===== src/rtl/spi_reg_bank_if.sv =====
// spi_reg_bank_if: SPI pin bundle between a controller and the register bank
interface spi_reg_bank_if;
  logic SCLK;
  logic COPI;
  logic nCS;
  logic CIPO;
  logic cipo_oe;
  modport master (output SCLK, output COPI, output nCS, input CIPO, input cipo_oe);
  modport slave (input SCLK, input COPI, input nCS, output CIPO, output cipo_oe);
endinterface


===== src/rtl/spi_reg_bank.sv =====
// spi_reg_bank: SPI mode-0 peripheral exposing a bank of read/write registers
module spi_reg_bank #(
  parameter int ADDR_W = 7,
  parameter int DATA_W = 8,
  parameter int NUM_REGS = 5
) (
  input  logic                       clk,
  input  logic                       rst_n,
  spi_reg_bank_if.slave              bus,
  output logic [NUM_REGS*DATA_W-1:0] regs_out,
  output logic                       wr_pulse,
  output logic [ADDR_W-1:0]          wr_addr,
  output logic [7:0]                 err_count
);
  localparam int CW = $clog2(ADDR_W + DATA_W + 1);
  localparam logic [ADDR_W:0] NR = (ADDR_W + 1)'(NUM_REGS);
  typedef enum logic [1:0] {IDLE, CMD, DATA, DONE} state_t;
  state_t state_q, state_d;
  logic [2:0] sclk_s, copi_s, ncs_s;
  logic [CW-1:0] cnt;
  logic [ADDR_W:0] cmd;
  logic [DATA_W-1:0] din, dout, rd_data;
  logic ovr, loaded;
  logic sclk_rise, sclk_fall, ncs_rise, ncs_fall, rw, addr_ok, commit, bad;
  logic [ADDR_W-1:0] addr;
  assign sclk_rise = sclk_s[1] & ~sclk_s[2];
  assign sclk_fall = ~sclk_s[1] & sclk_s[2];
  assign ncs_rise = ncs_s[1] & ~ncs_s[2];
  assign ncs_fall = ~ncs_s[1] & ncs_s[2];
  assign rw = cmd[ADDR_W];
  assign addr = cmd[ADDR_W-1:0];
  assign addr_ok = {1'b0, addr} < NR;
  assign commit = ncs_rise && state_q == DONE && rw && !ovr && addr_ok;
  assign bad = ncs_rise && (state_q == CMD || state_q == DATA ||
               (state_q == DONE && (ovr || (rw && !addr_ok))));
  assign bus.CIPO = (state_q == DATA || state_q == DONE) && dout[DATA_W-1];
  assign bus.cipo_oe = state_q != IDLE;
  // two-flop synchronisers plus a history flop for edge detection
  always_ff @(posedge clk or negedge rst_n) begin
    if (!rst_n) begin
      sclk_s <= '0;
      copi_s <= '0;
      ncs_s  <= '0;
    end else begin
      sclk_s <= {sclk_s[1:0], bus.SCLK};
      copi_s <= {copi_s[1:0], bus.COPI};
      ncs_s  <= {ncs_s[1:0], bus.nCS};
    end
  end
  // frame state register
  always_ff @(posedge clk or negedge rst_n) begin
    if (!rst_n) state_q <= IDLE;
    else state_q <= state_d;
  end
  // frame sequencing: chip-select edges dominate, SCLK rises advance phases
  always_comb begin
    state_d = state_q;
    if (ncs_rise) state_d = IDLE;
    else if (ncs_fall) state_d = CMD;
    else if (sclk_rise)
      state_d = (state_q == CMD && cnt == CW'(ADDR_W)) ? DATA :
                (state_q == DATA && cnt == CW'(DATA_W - 1)) ? DONE : state_q;
  end
  // read-back mux; unimplemented addresses read as zero
  always_comb begin
    rd_data = '0;
    for (int k = 0; k < NUM_REGS; k++)
      if (addr == ADDR_W'(k)) rd_data = regs_out[k*DATA_W +: DATA_W];
  end
  // shift-in of command/data, overrun detection and shift-out of read data
  always_ff @(posedge clk or negedge rst_n) begin
    if (!rst_n) begin
      cnt    <= '0;
      cmd    <= '0;
      din    <= '0;
      dout   <= '0;
      ovr    <= 1'b0;
      loaded <= 1'b0;
    end else if (ncs_fall) begin
      cnt    <= '0;
      dout   <= '0;
      ovr    <= 1'b0;
      loaded <= 1'b0;
    end else begin
      if (sclk_rise && state_q == CMD) begin
        cmd <= {cmd[ADDR_W-1:0], copi_s[1]};
        cnt <= (cnt == CW'(ADDR_W)) ? '0 : cnt + CW'(1);
      end
      if (sclk_rise && state_q == DATA) begin
        din <= {din[DATA_W-2:0], copi_s[1]};
        cnt <= cnt + CW'(1);
      end
      if (sclk_rise && state_q == DONE) ovr <= 1'b1;
      if (sclk_fall && state_q == DATA) begin
        dout   <= loaded ? dout << 1 : (rw ? '0 : rd_data);
        loaded <= 1'b1;
      end
    end
  end
  // commit valid writes and count rejected frames when chip select rises
  always_ff @(posedge clk or negedge rst_n) begin
    if (!rst_n) begin
      regs_out  <= '0;
      wr_pulse  <= 1'b0;
      wr_addr   <= '0;
      err_count <= '0;
    end else begin
      wr_pulse <= commit;
      if (commit) wr_addr <= addr;
      if (bad && err_count != 8'hFF) err_count <= err_count + 8'd1;
      for (int k = 0; k < NUM_REGS; k++)
        if (commit && addr == ADDR_W'(k)) regs_out[k*DATA_W +: DATA_W] <= din;
    end
  end
endmodule


===== src/flat_wrapper.sv =====
// flat-port wrapper written by rule: the top's interface ports become plain ports
module spi_reg_bank_flat 
#(
  parameter int ADDR_W = 7,
  parameter int DATA_W = 8,
  parameter int NUM_REGS = 5
)
  (clk, rst_n, regs_out, wr_pulse, wr_addr, err_count, bus_SCLK, bus_COPI, bus_nCS, bus_CIPO, bus_cipo_oe);
  spi_reg_bank_if bus_i ();
  input  logic clk;
  input  logic rst_n;
  output logic [NUM_REGS*DATA_W-1:0] regs_out;
  output logic wr_pulse;
  output logic [ADDR_W-1:0] wr_addr;
  output logic [7:0] err_count;
  input wire logic [$bits(bus_i.SCLK)-1:0] bus_SCLK;
  input wire logic [$bits(bus_i.COPI)-1:0] bus_COPI;
  input wire logic [$bits(bus_i.nCS)-1:0] bus_nCS;
  output wire logic [$bits(bus_i.CIPO)-1:0] bus_CIPO;
  output wire logic [$bits(bus_i.cipo_oe)-1:0] bus_cipo_oe;
  assign bus_i.SCLK = bus_SCLK;
  assign bus_i.COPI = bus_COPI;
  assign bus_i.nCS = bus_nCS;
  assign bus_CIPO = bus_i.CIPO;
  assign bus_cipo_oe = bus_i.cipo_oe;
  spi_reg_bank #(.ADDR_W(ADDR_W), .DATA_W(DATA_W), .NUM_REGS(NUM_REGS)) u_core (.clk(clk), .rst_n(rst_n), .bus(bus_i), .regs_out(regs_out), .wr_pulse(wr_pulse), .wr_addr(wr_addr), .err_count(err_count));
endmodule

===== config.mk =====
export PLATFORM = sky130hd
export DESIGN_NAME = spi_reg_bank_flat
export DESIGN_NICKNAME = d
export VERILOG_FILES = /design/src/rtl/spi_reg_bank_if.sv /design/src/rtl/spi_reg_bank.sv /design/src/flat_wrapper.sv
export SDC_FILE = /design/constraint.sdc
export NUM_CORES = 1
export LEC_CHECK = 0
export ABC_AREA = 1
export CORE_MARGIN = 2
export CORE_UTILIZATION = 53
export CTS_CLUSTER_SIZE = 10
export DETAILED_ROUTE_END_ITERATION = 10
export PLACE_DENSITY = 0.77
export SLEW_MARGIN = 20
export SYNTH_ARGS = -nofsm -noshare
export SYNTH_HDL_FRONTEND = slang
export SYNTH_SLANG_ARGS = --single-unit

===== constraint.sdc =====
create_clock -name clk -period 2.3 [get_ports clk]
set_clock_uncertainty 0.2 [all_clocks]
set_input_delay 0.46 -clock clk [delete_from_list [all_inputs] [get_ports clk]]
set_output_delay 0.46 -clock clk [all_outputs]
set_load 0.02 [all_outputs]

==> impl_metrics.py, run 1 <==
metrics = {
    "timing": {
        "worst-slew-pin-transition_ps": 507,
        "rsz0062_at_grt": "false",
        "fmax_mhz": 460,
        "setup_viol": 0,
        "relSlewSlack_pct": 66.0,
        "final.setup.tns_ps": 0,
        "hold-worst-slack_ps": 157,
        "post-route-period-util_pct": 94.5,
        "maxSlewViolCount": 0,
        "min_period_ps": 2170,
        "setup_ws_ps": 126,
        "final-hold-violation-count": 0,
    },
    "yosys": {
        "synth_top_cell_area_share_pct": 53.7,
        "synth_top_area_cell": "dfrtp_1",
        "yosys-top-cells-count": "nand2_1 (153), dfrtp_1 (96), o21ai_0 (61)",
        "synthArstFlopShare_pct": 100,
        "postSynthCellCount": 499,
        "synth_compound_area_share_pct": 10.8,
        "synth_fp_nets": 512,
        "avgSynthCellArea_um2": 8.96,
        "synth-adder-area-share_pct": 2.24,
        "synth_mux_area_share_pct": 0,
        "synth_warnings": 0,
        "ys_types": 36,
        "syn_area_um2": 4470,
        "synth_top_family_by_area": "simple AND/OR/NAND/NOR gates",
        "synth_enable_flop_cells": 0,
        "synth_xor_area_share_pct": 1.18,
        "yosys.area_share.simple_pct": 25.5,
        "synth_area_leaders": "dfrtp_1 (54%), nand2_1 (13%), o21ai_0 (6.8%)",
        "synth-seq-cells": 96,
        "yosysMostFrequentCell": "nand2_1",
        "seq_area_frac_synth_pct": 53.7,
        "ys.flop_type": "dfrtp_1",
    },
    "final_layout": {
        "multiInputGateArea_um2": 1770,
        "fill_cells": 683,
        "seq_area_um2": 2400,
        "syn_to_final_growth_pct": 19.8,
        "final_layout_size_suffix_gt1_share_pct": 10.8,
        "final_area_um2": 5350,
        "nNetsFinal": 580,
        "antenna_cells": 0,
    },
    "route": {
        "wl_per_cell_um": 14.5,
        "drt.antenna.violating_nets": 0,
        "dr.first_iter.drc_count": 328,
        "firstDrtPassIters": 5,
        "routed_wirelength_um": 9820,
        "vias_per_cell": 5.30,
        "vias": 3591,
        "drc": 0,
    },
    "worst_setup_path": {
        "path_class": "reg -> out",
        "arrival_ps": 1510,
        "crit_slowest_cell": "dfrtp_1",
        "crit_path_end_kind": "output pin",
        "cp_cell_sequence": "inv_1 > ha_1 > o21a_1 > clkdlybuf4s15_1",
        "r2r_end": "u_core.dout[5]",
        "crit_family": "flip-flops",
        "cp_max_fo": 3,
        "regToRegSetupSlack_ps": 340,
        "slowest_delay_ps": 390,
        "ff2ff_path_depth": 11,
        "r2r_start": "u_core.cmd[1]",
        "crit_buf_inv": 2,
        "crit_path_start_kind": "flip-flop",
        "worstPathRequired_ps": 1640,
    },
    "placement": {
        "dp_slack_ps": 235,
        "portBuffers": 62,
        "dpl.hpwl_um": 6990,
        "routabilityCongestion": 0.897,
        "dpl-instance-area_um2": 5180,
    },
    "global_routing": {
        "grt_remaining_overflow": 0,
        "groute.usage.overall_pct": 23.6,
        "met3_usage_pct": 4.07,
        "first_global_vias": 3276,
        "grt_max_degree": 34,
        "grt_antenna_before_repair": 0,
        "use_met2_pct": 38.9,
        "busiest_layer": "met2",
        "use_met1_pct": 31.9,
        "grt_pass1_wl_um": 16300,
    },
    "min_path": {
        "hold_path_depth": 0,
        "hp-start": "u_core.ncs_s[0]",
        "min_path_type": "reg -> reg",
        "hold_end": "u_core.ncs_s[1]",
    },
    "clock_network": {
        "cts_buffer_depth": 2,
        "clk_latency_ps": 360,
        "cts_tree": "built",
        "h-tree-depth": 3,
        "cts.clk_slew.worst_paths_ps": 90,
        "clkSinkCount": 96,
        "cts_buffers": 9,
        "cts_setup_buffers": 0,
        "root_buffer": "clkbuf_8",
    },
    "floorplan": {
        "ios": 63,
        "initial_utilization_pct": 54.4,
        "dieArea_um2": 9190,
        "coreArea_um2": 8220,
        "die_h_um": 95.8,
        "core.rowCount": 33,
        "die_x_um": 95.8,
    },
    "job": {
        "drv_cap": 0,
    },
    "pwr": {
        "ir_drop_v": 0.000559,
        "leakagePower_nw": 2.53,
        "p_per_area_nw_per_um2": 772,
        "total_power_mw": 4.13,
    },
    "run_status": {
        "status": "finished, final reports clean",
    },
}
==> stage by stage <==
stage                     util, %  cells
after floorplan                 -    499
after global placement       63.0    660
after detailed placement     63.0    660
after CTS                    65.1    677
after global routing         65.2    677
final                        65.2    677
==> layout make-up <==
cell class / instances / area share, %
multi-input cells: 343 / 33.1
well taps: 105 / 2.45
clock inverters: 5 / 0.631
flip-flops and latches: 96 / 44.9
repair buffers: 69 / 13.0
clock buffers: 11 / 2.45
inverters: 48 / 3.46
==> sequential cells by signal, indices dropped and copies added, names as in the netlist, 3 cells and up <==
signal            cells
u_core.cnt            4
u_core.sclk_s         3
u_core.regs_out      40
u_core.cmd            8
u_core.wr_addr        7
u_core.ncs_s          3
u_core.din            8
u_core.dout           8
u_core.err_count      8
==> routing by layer <==
layer,vias up,wire (um)
met2,125,4780
li1,1746,-
met4,0,189
met1,1700,4320
met3,20,533
met5,-,0
==> worst max path at each step <==
stage                              from                  end  slack [ps]  cells past startpoint
floorplan           u_core.err_count[1]  u_core.err_count[2]         490                      7
global placement      u_core.state_q[0]             bus_CIPO         260                      4
detailed placement    u_core.state_q[0]             bus_CIPO         240                      4
CTS                   u_core.state_q[0]             bus_CIPO          70                      4
global route          u_core.state_q[0]             bus_CIPO          20                      4
finish                u_core.state_q[0]             bus_CIPO         130                      4
==> cells by family after synthesis <==
family          count (synthesis)
simple gates                  237
flops                          96
compound gates                 92
buf+inv                        60
fa+ha+maj                       8
xor+xnor                        6
==> power breakdown <==
group / switching, mW / internal [mW] / total (mW)
Sequential: 0.132 / 1.83 / 1.96
Clock: 0.579 / 0.393 / 0.972
Combinational: 0.794 / 0.406 / 1.20
Total: 1.51 / 2.63 / 4.13
==> worst reg2reg max path, cell delays in order, from the launching register on <==
cell,delay (ps)
dfrtp_1,450
inv_1,130
nand2_1,70
nor2_2,350
nand3_1,180
nand3_1,130
nand2_1,70
nand2_1,60
nand2_1,70
nand2_1,80
nand2_1,70
nand2_1,60
==> layout by cell type, fill, tap and decap left out, types with 2 or more instances in the layout <==
| cell | Yosys | routed |
|---|---|---|
| dfrtp_1 | 96 | 96 |
| buf_12 | 0 | 2 |
| nand2_1 | 153 | 153 |
| clkinv_2 | 0 | 2 |
| nor2_2 | 4 | 4 |
| nor2_4 | 4 | 4 |
| ha_1 | 8 | 8 |
| clkbuf_8 | 0 | 9 |
| nand3_4 | 4 | 4 |
| nand2_4 | 5 | 5 |
| inv_1 | 40 | 40 |
| nor3_1 | 3 | 3 |
| o21ai_1 | 12 | 12 |
| nand3_1 | 39 | 39 |
| nor2_1 | 9 | 9 |
| clkdlybuf4s50_1 | 0 | 59 |
| clkbuf_1 | 2 | 2 |
| or2_2 | 6 | 6 |
| inv_2 | 7 | 7 |
| o21ai_0 | 61 | 61 |
| xor2_1 | 5 | 5 |
| a21oi_1 | 13 | 13 |
| o21a_1 | 2 | 2 |
| buf_4 | 2 | 5 |
| clkinvlp_4 | 0 | 2 |
| nand2_2 | 4 | 4 |
==> repair_timing <==
| item | 4_1_cts | 5_1_grt |
|---|---|---|
| endpoints found under the hold margin | 31 | 0 |
| gates resized for setup | 2 | 1 |
| hold buffers | 1 | 0 |
| gates cloned | 0 | 0 |
| endpoints found under the setup margin | 2 | 1 |
(Power assumes the default switching activity.)
==> inputs of run 2 (changes only) <==
--- a/config.mk
+++ b/config.mk
@@ -7,10 +7,10 @@
 export LEC_CHECK = 0
 export ABC_AREA = 1
 export CORE_MARGIN = 2
-export CORE_UTILIZATION = 53
+export CORE_UTILIZATION = 40
 export CTS_CLUSTER_SIZE = 10
 export DETAILED_ROUTE_END_ITERATION = 10
-export PLACE_DENSITY = 0.77
+export PLACE_DENSITY = 0.61
 export SLEW_MARGIN = 20
 export SYNTH_ARGS = -nofsm -noshare
 export SYNTH_HDL_FRONTEND = slang
==> constraint.sdc (replaced) <==
create_clock -name clk -period 2.5 [get_ports clk]
set_clock_uncertainty 0.2 [all_clocks]
set_input_delay 0.5 -clock clk [delete_from_list [all_inputs] [get_ports clk]]
set_output_delay 0.5 -clock clk [all_outputs]
set_load 0.02 [all_outputs]
==> impl_metrics.py, run 2 (same netlist as run 1, synthesis figures left out) <==
metrics = {
    "timing": {
        "worst-slew-pin-transition_ps": 513,
        "hold-worst-slack_ps": 157,
        "maxSlewViolCount": 0,
        "min_period_ps": 2400,
        "setup_viol": 0,
        "post-route-period-util_pct": 95.8,
        "final-hold-violation-count": 0,
        "fmax_mhz": 417,
        "rsz0062_at_grt": "false",
        "relSlewSlack_pct": 65.8,
        "final.setup.tns_ps": 0,
    },
    "min_path": {
        "hold_path_depth": 0,
        "min_path_type": "reg -> reg",
    },
    "global_routing": {
        "busiest_layer": "met2",
        "grt_max_degree": 51,
        "use_met2_pct": 28.2,
        "grt_pass1_wl_um": 16600,
        "use_met1_pct": 25.2,
        "met3_usage_pct": 2.96,
        "grt_remaining_overflow": 0,
        "groute.usage.overall_pct": 18.3,
        "first_global_vias": 3321,
        "grt_antenna_before_repair": 0,
    },
    "final_layout": {
        "final_common_cell": "nand2_1",
        "final_layout_size_suffix_gt1_share_pct": 10.5,
        "syn_to_final_growth_pct": 20.3,
        "seq_area_um2": 2400,
        "largest_register_ff_count": 40,
        "fill_cells": 1055,
        "nNetsFinal": 578,
        "multiInputGateArea_um2": 1770,
        "top_register": "u_core.regs_out",
        "final_cell_mix": "nand2_1 (153), dfrtp_1 (96), o21ai_0 (61)",
        "antenna_cells": 0,
    },
    "floorplan": {
        "die_h_um": 110,
        "ios": 63,
        "dieArea_um2": 12000,
        "core.rowCount": 38,
        "die_x_um": 110,
        "initial_utilization_pct": 41.1,
        "coreArea_um2": 10900,
    },
    "route": {
        "drt.antenna.violating_nets": 0,
        "dr.first_iter.drc_count": 210,
        "routed_wirelength_um": 9990,
        "vias": 3481,
        "wl_per_cell_um": 14.1,
        "firstDrtPassIters": 4,
        "vias_per_cell": 4.91,
        "drc": 0,
    },
    "job": {
        "drv_cap": 0,
    },
    "placement": {
        "dpl.hpwl_um": 7060,
        "routabilityCongestion": 0.868,
        "portBuffers": 62,
    },
    "pwr": {
        "leakagePower_nw": 2.52,
        "ir_drop_v": 0.000409,
        "p_per_area_nw_per_um2": 714,
    },
    "worst_setup_path": {
        "worstPathRequired_ps": 1800,
        "path_class": "reg -> out",
        "arrival_ps": 1700,
        "crit_path_end_kind": "output pin",
        "cp_max_fo": 3,
        "crit_path_start_kind": "flip-flop",
        "ff2ff_path_depth": 8,
    },
    "clock_network": {
        "root_buffer": "clkbuf_8",
        "cts.clk_slew.worst_paths_ps": 80,
        "clkSinkCount": 96,
        "cts_tree": "built",
        "cts_buffer_depth": 2,
        "h-tree-depth": 3,
        "clk_latency_ps": 370,
        "cts_buffers": 9,
    },
    "run_status": {
        "status": "finished, final reports clean",
    },
}
==> run 2: what timing repair did <==
item	4_1_cts	5_1_grt
gates resized for setup	1	0
hold buffers	1	0
endpoints found under the hold margin	22	0
setup endpoints to repair	1	0
setup buffers	0	0
==> run 2: critical path, stage by stage, from the launching register on <==
cell	delay [ps]
dfrtp_1	400
inv_1	90
ha_1	200
inv_1	50
clkdlybuf4s50_1	590
==> run 2: per-layer routing <==
layer	wire length [um]	up-vias
met4	209	0
met5	0	-
met2	4690	79
li1	-	1743
met3	369	13
met1	4720	1646
==> run 2: where the power goes <==
group          total (mW)  switching, mW  internal, mW  leakage, nW
clock               0.936          0.528         0.408       0.0882
sequential           1.80          0.122          1.68         1.31
combinational        1.10          0.734         0.366         1.13
==> run 2: area by class of cell <==
class                      count  share of cell area [%]
clock buffer                  12                    2.89
clock inverter                 3                   0.326
inverter                      48                    3.44
multi-input combinational    343                    33.0
sequential                    96                    44.7
tap                          140                    3.26
timing repair buffer          67                    12.4
==> run 2: through the flow <==
step,setup slack (ps),instance area [um2],cells,power [mW],util (%)
after global placement,414,5200,693,2.91,47.7
after detailed placement,379,5200,693,2.93,47.7
after floorplan,688,4470,499,2.69,-
final,104,5380,709,3.84,49.4
after CTS,76.6,5380,709,3.87,49.4
after global routing,15.5,5380,709,4.10,49.4
==> run 2: path summary, 6_finish.rpt <==
| kind | startpoint | slack, ps | to |
|---|---|---|---|
| min | u_core.sclk_s[0] | 160 | u_core.sclk_s[1] |
| min reg2reg | u_core.sclk_s[0] | 160 | u_core.sclk_s[1] |
| min in group asynchronous | rst_n | 360 | u_core.regs_out[10] |
| max reg2reg | u_core.state_q[0] | 440 | u_core.dout[0] |
| max | u_core.state_q[0] | 100 | bus_cipo_oe |
| max in group asynchronous | rst_n | 1100 | u_core.copi_s[1] |
==> RTL edit, RTL diff (flow settings as in run 1) <==
Compare `cnt` against `CW'(ADDR_W)` with >= in place of ==.
--- a/src/rtl/spi_reg_bank.sv
+++ b/src/rtl/spi_reg_bank.sv
@@ -59,5 +59,5 @@
     else if (ncs_fall) state_d = CMD;
     else if (sclk_rise)
-      state_d = (state_q == CMD && cnt == CW'(ADDR_W)) ? DATA :
+      state_d = (state_q == CMD && cnt >= CW'(ADDR_W)) ? DATA :
                 (state_q == DATA && cnt == CW'(DATA_W - 1)) ? DONE : state_q;
   end
Check against the original RTL: same outputs for any inputs over 10 cycles, from zero or initial values and one cycle with rst_n low; that may be too few to reach the edited logic, so the function may still have changed.
==> RTL edit against run 1 <==
- wire length up 2.4%
- worst setup slack worse by 0.057 ns
- fmax down 2.6%
- combinational power up 8%
- sequential cell count unchanged
- area after synthesis down 0.95%
- total power up 7.5%
- cell area up 0.12%
- critical path type unchanged
- largest power group unchanged
==> RTL edit: results <==
{
  "min_from": "u_core.sclk_s[0]",
  "synth.distinct_cells": 31,
  "fin_nets": 582,
  "hpwlAfterDp_um": 7191,
  "place_inst": 661,
  "routed_wl_um": 10050,
  "grt_util_met3_pct": 4.269,
  "dp_slack_ns": 0.2245,
  "wl_met1_um": 4335,
  "r2r_slack_ns": 0.23,
  "r2r-end": "u_core.regs_out[0]",
  "whs_ns": 0.1565,
  "seq_power_mw": 2.02,
  "yosysSeqAreaShare_pct": 54.25,
  "synth.area.top_cells": "dfrtp_1 54%, nand2_1 13%, nand3_1 4.6%",
  "grt_use_met1_pct": 30.62,
  "drive_gt1_share_pct": 9.756,
  "leakage_nw": 2.560,
  "vdd_drop_max_uv": 378.0,
  "period_share_pct": 96.98,
  "status": "finished, final reports clean",
  "min_to": "u_core.sclk_s[1]",
  "p_comb_mw": 1.30,
  "total_power_mw": 4.441,
  "worst-r2r-cell-count": 10,
  "grt_usage_pct": 24.15,
  "wl_met2_um": 5098,
  "grt_use_met2_pct": 41.20,
  "intPower_mw": 2.842,
  "netlist_top_cells_count": "151 x nand2_1, 96 x dfrtp_1, 41 x nand3_1",
  "grt_pass1_wl_um": 16770
}
## RTL edit: cell types whose count changed after synthesis, moves of 4 or more
cell	before	now
or2_0	1	5
nor2_1	9	27
o21ai_0	61	30
o21ai_1	12	35
o21ai_2	1	8
inv_1	40	36
or2_2	6	0
a21oi_1	13	9
## RTL edit: cell type report
| cell class | instances | area, um2 |
|---|---|---|
| inverter | 43 | 166.4 |
| timing repair buffer | 69 | 683.2 |
| clock inverter | 2 | 37.54 |
| clock buffer | 14 | 162.7 |
| fill | 685 | 2815 |
| tap | 105 | 131.4 |
| sequential | 96 | 2402 |
| multi-input combinational | 350 | 1777 |
## RTL edit: cell families (layout without fill, tap and decap cells)
kind of cell | count (synthesis) | after routing | synth area share (%)
DFF | 96 | 96 | 54.25
AOI/OAI and AO/OA | 88 | 88 | 11.16
buffers and inverters | 57 | 128 | 5.736
adders and majority gates | 8 | 8 | 2.261
xor gates and xnor gates | 6 | 6 | 1.187
and+or+nand+nor | 248 | 248 | 25.40
